`config.mk`:
```
export PLATFORM = sky130hd
export DESIGN_NAME = fetch_unit
export DESIGN_NICKNAME = d
export VERILOG_FILES = /design/src/rtl/core_pkg.sv /design/src/rtl/fetch_fifo.sv /design/src/rtl/fetch_unit.sv
export SDC_FILE = /design/constraint.sdc
export NUM_CORES = 1
export LEC_CHECK = 0
export BUFFER_PORTS_ARGS = -buffer_cell sky130_fd_sc_hd__clkbuf_2
export CAP_MARGIN = 20
export CORE_UTILIZATION = 51
export CTS_CLUSTER_SIZE = 40
export DETAILED_ROUTE_END_ITERATION = 6
export PLACE_DENSITY = 0.83
export SYNTH_ARGS = -nofsm -noshare
export SYNTH_HDL_FRONTEND = slang
export SYNTH_SLANG_ARGS = --single-unit
```
`constraint.sdc`:
```
create_clock -name clk -period 5.4 [get_ports clk]
set_clock_uncertainty 0.15 [all_clocks]
set_input_delay 0.81 -clock clk [delete_from_list [all_inputs] [get_ports clk]]
set_output_delay 0.81 -clock clk [all_outputs]
set_load 0.03 [all_outputs]
```
`src/rtl/core_pkg.sv`:
```
// core_pkg: shared fetch widths, reset PC, PC step and fetch FSM states
package core_pkg;
  localparam int XLEN = 32;
  localparam logic [XLEN-1:0] RESET_PC = 32'h0000_0000;
  localparam int PC_STEP = 4;
  typedef enum logic [1:0] {IDLE, WAIT, WAIT_DISCARD} fetch_state_t;
endpackage

```
`src/rtl/fetch_fifo.sv`:
```
// fetch_fifo: circular {pc,instr} buffer; push/pop/flush in, head dout, count/empty/full out
module fetch_fifo #(
  parameter int DEPTH = 2,
  parameter int WIDTH = 64
) (
  input  logic                         clk,
  input  logic                         reset,
  input  logic                         push,
  input  logic                         pop,
  input  logic                         flush,
  input  logic [WIDTH-1:0]             din,
  output logic [WIDTH-1:0]             dout,
  output logic [$clog2(DEPTH):0]       count,
  output logic                         empty,
  output logic                         full
);
  localparam int AW = $clog2(DEPTH);
  localparam int CW = AW + 1;
  logic [WIDTH-1:0] mem_q [DEPTH];
  logic [AW-1:0] rd_q, wr_q;
  logic do_push, do_pop;
  assign do_push = push && !full && !flush;
  assign do_pop = pop && !empty && !flush;
  assign empty = count == '0;
  assign full = count == CW'(DEPTH);
  assign dout = mem_q[rd_q];
  always_ff @(posedge clk) begin
    if (reset || flush) begin
      rd_q <= '0;
      wr_q <= '0;
      count <= '0;
    end else begin
      if (do_push) wr_q <= wr_q + 1'b1;
      if (do_pop) rd_q <= rd_q + 1'b1;
      count <= count + CW'(do_push) - CW'(do_pop);
    end
  end
  always_ff @(posedge clk) if (do_push) mem_q[wr_q] <= din;
endmodule

```
`src/rtl/fetch_unit.sv`:
```
// fetch_unit: fetch front end; pc_in -> pc_next, imem req/rsp, buffered id_valid/id_instr/id_pc, redirect flush
module fetch_unit #(
  parameter int              XLEN       = core_pkg::XLEN,
  parameter logic [XLEN-1:0] RESET_PC   = core_pkg::RESET_PC,
  parameter int              FIFO_DEPTH = 2
) (
  input  logic            clk,
  input  logic            reset,
  input  logic [XLEN-1:0] pc_in,
  output logic [XLEN-1:0] pc_next,
  output logic            imem_req_valid,
  output logic [XLEN-1:0] imem_req_addr,
  input  logic            imem_req_ready,
  input  logic            imem_rsp_valid,
  input  logic [XLEN-1:0] imem_rsp_data,
  input  logic            redirect_valid,
  input  logic [XLEN-1:0] redirect_pc,
  output logic            id_valid,
  output logic [XLEN-1:0] id_instr,
  output logic [XLEN-1:0] id_pc,
  input  logic            id_ready
);
  import core_pkg::*;
  localparam int CW = $clog2(FIFO_DEPTH) + 1;
  fetch_state_t state_q;
  logic [XLEN-1:0] req_pc_q;
  logic rst_d_q;
  logic accept, push, empty, full;
  logic [CW-1:0] count;
  logic [2*XLEN-1:0] head;
  assign imem_req_valid = !reset && state_q == IDLE && int'(count) < FIFO_DEPTH && !redirect_valid;
  assign imem_req_addr = pc_in;
  assign accept = imem_req_valid && imem_req_ready;
  // a response racing a redirect belongs to the old path and is dropped
  assign push = state_q == WAIT && imem_rsp_valid && !redirect_valid;
  assign pc_next = reset ? RESET_PC : redirect_valid ? (redirect_pc & ~XLEN'(3)) : accept ? pc_in + XLEN'(PC_STEP) : pc_in;
  assign id_valid = !empty;
  assign id_pc = head[2*XLEN-1:XLEN];
  assign id_instr = head[XLEN-1:0];
  always_ff @(posedge clk) begin
    rst_d_q <= reset;
    if (reset) begin
      state_q <= IDLE;
      req_pc_q <= '0;
    end else begin
      state_q <= accept ? WAIT
               : (state_q == WAIT && redirect_valid && !imem_rsp_valid) ? WAIT_DISCARD
               : (state_q != IDLE && imem_rsp_valid) ? IDLE : state_q;
      if (accept) req_pc_q <= pc_in;
    end
  end
  fetch_fifo #(.DEPTH(FIFO_DEPTH), .WIDTH(2*XLEN)) u_fifo (
    .clk(clk), .reset(reset), .push(push), .pop(id_ready), .flush(redirect_valid),
    .din({req_pc_q, imem_rsp_data}), .dout(head), .count(count), .empty(empty), .full(full)
  );
  // a request in flight across reset may still answer in the first cycle after it
  a_no_idle_rsp: assert property (@(posedge clk) disable iff (reset || rst_d_q) !(imem_rsp_valid && state_q == IDLE));
  a_no_overflow: assert property (@(posedge clk) disable iff (reset) !(push && full));
endmodule
```
==> impl_metrics.ini <==
[cts]
cts_hold_buf = 0
cts_resized = 0
htreeDepth = 4
clkSinkCount = 167
clockRootBuffer = clkbuf_16
cts.clk_slew.worst_paths_ps = 60
post_cts_buffers = 0
clockBufferDepth = 2
numCtsBuffers = 17
clk_latency_ps = 420
cts_tree = built

[placed_design]
dpl.hpwl_mm = 12.4
dp.cells = 959
post-place-ws_ps = 1190
io_buffers = 229
globalplace.congestion = 0.903

[floorplanning]
start_util = 0.530
die_w_um = 123
die_area_sq_mm = 0.0151
num_rows = 43
fp.dieH_um = 123
core-area_sq_mm = 0.0140
io_pins = 232

[final_layout]
drive_gt1_frac = 0.420
finalNonFillerCells = 991
diodes = 0
final_common_cell = clkbuf_2
layout_common_cells = clkbuf_2, edfxtp_1, nand2_1
nets = 903
area_growth_pct = 23.7

[detailed_routing]
ant_nets = 0
dr.pass1.iters = 4
drc = 0
drtIter0Drc = 466
avgViaCountPerCell = 5.64
wirelength_mm = 17.8
routedWlPerCell_um = 17.9
vias = 5589

[hold_path]
hold_class = flop to flop

[sta]
fin_crit_sh = 0.787
tightest_slew_ps = 1030
setup_ws_ps = 1150
relSlewSlack = 0.312
setup_viol = 0
fin_setup_tns_ps = 0
min_period_ps = 4250
rsz0062_at_grt = false
fmax_mhz = 235
finalMaxSlewViolations = 0
finalHoldViolations = 0

[power_and_ir_drop]
p_leak_nw = 3.44
p_per_area_mw_per_mm2 = 327
ir_drop_mv = 0.223

[critical_path]
path_class = input pin to primary output
critPathCaptureType = primary output
arrival_ps = 3290
startpoint_type = input pin
critPathRequiredTime_ps = 4440
critical_path.max_fanout = 14

[logic_synthesis]
synth_edf_count = 128
syn_area_sq_mm = 0.00745
ys_types = 43
synth_flop_cell = edfxtp_1
postSynthAreaPerCell_sq_um = 12.2
ys_ff_latch = 167
synth_nets = 713
synth-async-reset-ratio = 0
yosysWarnings = 0
ys_seq_area_frac = 0.621
syn_inst = 608

[grt]
track_usage = 0.239
grt_max_degree = 65
grt_first_pass_wirelength_mm = 26.8
antenna_found_initial = 0
grt_pass1_vias = 5342
grt_overflow = 0

[job]
drv_cap = 0

[status]
outcome = completed
==> critical path: stages <==
cell      delay, ps
clkbuf_2         90
or4b_1          630
or3_1           620
or4_1           570
a311oi_1        300
clkbuf_2        260
==> metal layers <==
metal	up-vias	part of all wire	global-route usage
li1	2629	-	-
met1	2617	0.40	0.289
met2	302	0.49	0.400
met3	41	0.094	0.0627
met4	0	0.022	0.110
met5	-	0	0
==> Yosys cell counts (3+ instances only) <==
cell / instances / share of area
nand4_1: 9 / 0.0076
dfxtp_1: 39 / 0.10
nand2_1: 83 / 0.042
ha_1: 3 / 0.0050
and4_1: 12 / 0.014
nor3_1: 12 / 0.0081
a21oi_1: 30 / 0.020
xor2_1: 4 / 0.0047
o21ai_0: 7 / 0.0047
o211ai_1: 8 / 0.0081
o31ai_1: 6 / 0.0060
or2_2: 3 / 0.0025
a211oi_1: 8 / 0.0081
mux2_2: 64 / 0.097
or4_1: 9 / 0.0091
o221ai_1: 3 / 0.0035
a311oi_1: 12 / 0.014
nand3_1: 18 / 0.012
edfxtp_1: 128 / 0.52
nor2_1: 33 / 0.017
xnor2_1: 6 / 0.0071
buf_4: 33 / 0.033
or3_1: 5 / 0.0042
buf_2: 3 / 0.0020
and2_1: 7 / 0.0059
nor4_1: 5 / 0.0042
inv_1: 8 / 0.0040
clkbuf_1: 31 / 0.016
==> path summary, 6_finish.rpt <==
kind                            depth (start not counted)                  end  slack, ps            from
worst max-delay path                                    6          pc_next[18]       1150  imem_req_ready
worst min-delay path                                    0  u_fifo.mem_q[0][32]        300     req_pc_q[0]
worst max register to register                          4   u_fifo.mem_q[0][3]       3110      state_q[1]
worst min register to register                          0  u_fifo.mem_q[0][32]        300     req_pc_q[0]
==> logic make-up (layout without fill, tap and decap cells) <==
| family | count (synthesis) | in the layout | synth area share |
|---|---|---|---|
| adder cells (fa/ha/maj) | 3 | 3 | 0.00504 |
| flip-flops | 167 | 167 | 0.621 |
| AND/OR/NAND/NOR | 201 | 201 | 0.131 |
| multiplexers | 64 | 64 | 0.0968 |
| XOR/XNOR | 10 | 10 | 0.0118 |
| AO/OA/AOI/OAI | 86 | 86 | 0.0783 |
| buffers and inverters | 77 | 280 | 0.0559 |
==> where the power goes <==
part | switching [mW] | internal [mW] | total, mW
combinational | 0.190 | 0.0841 | 0.274
sequential | 0.00926 | 1.40 | 1.41
clock | 0.464 | 0.872 | 1.34
==> cell type report <==
type / instances / area, sq um
sequential: 167 / 4630
fill: 1086 / 4830
timing repair buffer: 239 / 1220
multi-input combinational: 364 / 2420
tap: 180 / 225
clock inverter: 9 / 159
inverter: 9 / 33.8
clock buffer: 23 / 522
==> registers in the layout, indices dropped and copies added (netlist names), named ones only <==
name          flops
req_pc_q         32
u_fifo.rd_q       1
u_fifo.wr_q       1
u_fifo.mem_q    128
state_q           2
u_fifo.count      2
==> stage by stage <==
stage               instance area, sq um  hold slack [ps]   util  total power [mW]
floorplan                           7450              275      -              1.60
global placement                    8530              280  0.608              1.70
detailed placement                  8530              288  0.608              1.70
CTS                                 9210              302  0.656              3.03
global route                        9210              311  0.656              3.11
finish                              9210              300  0.656              3.02
Note: power is estimated with default switching activity, not from simulation.
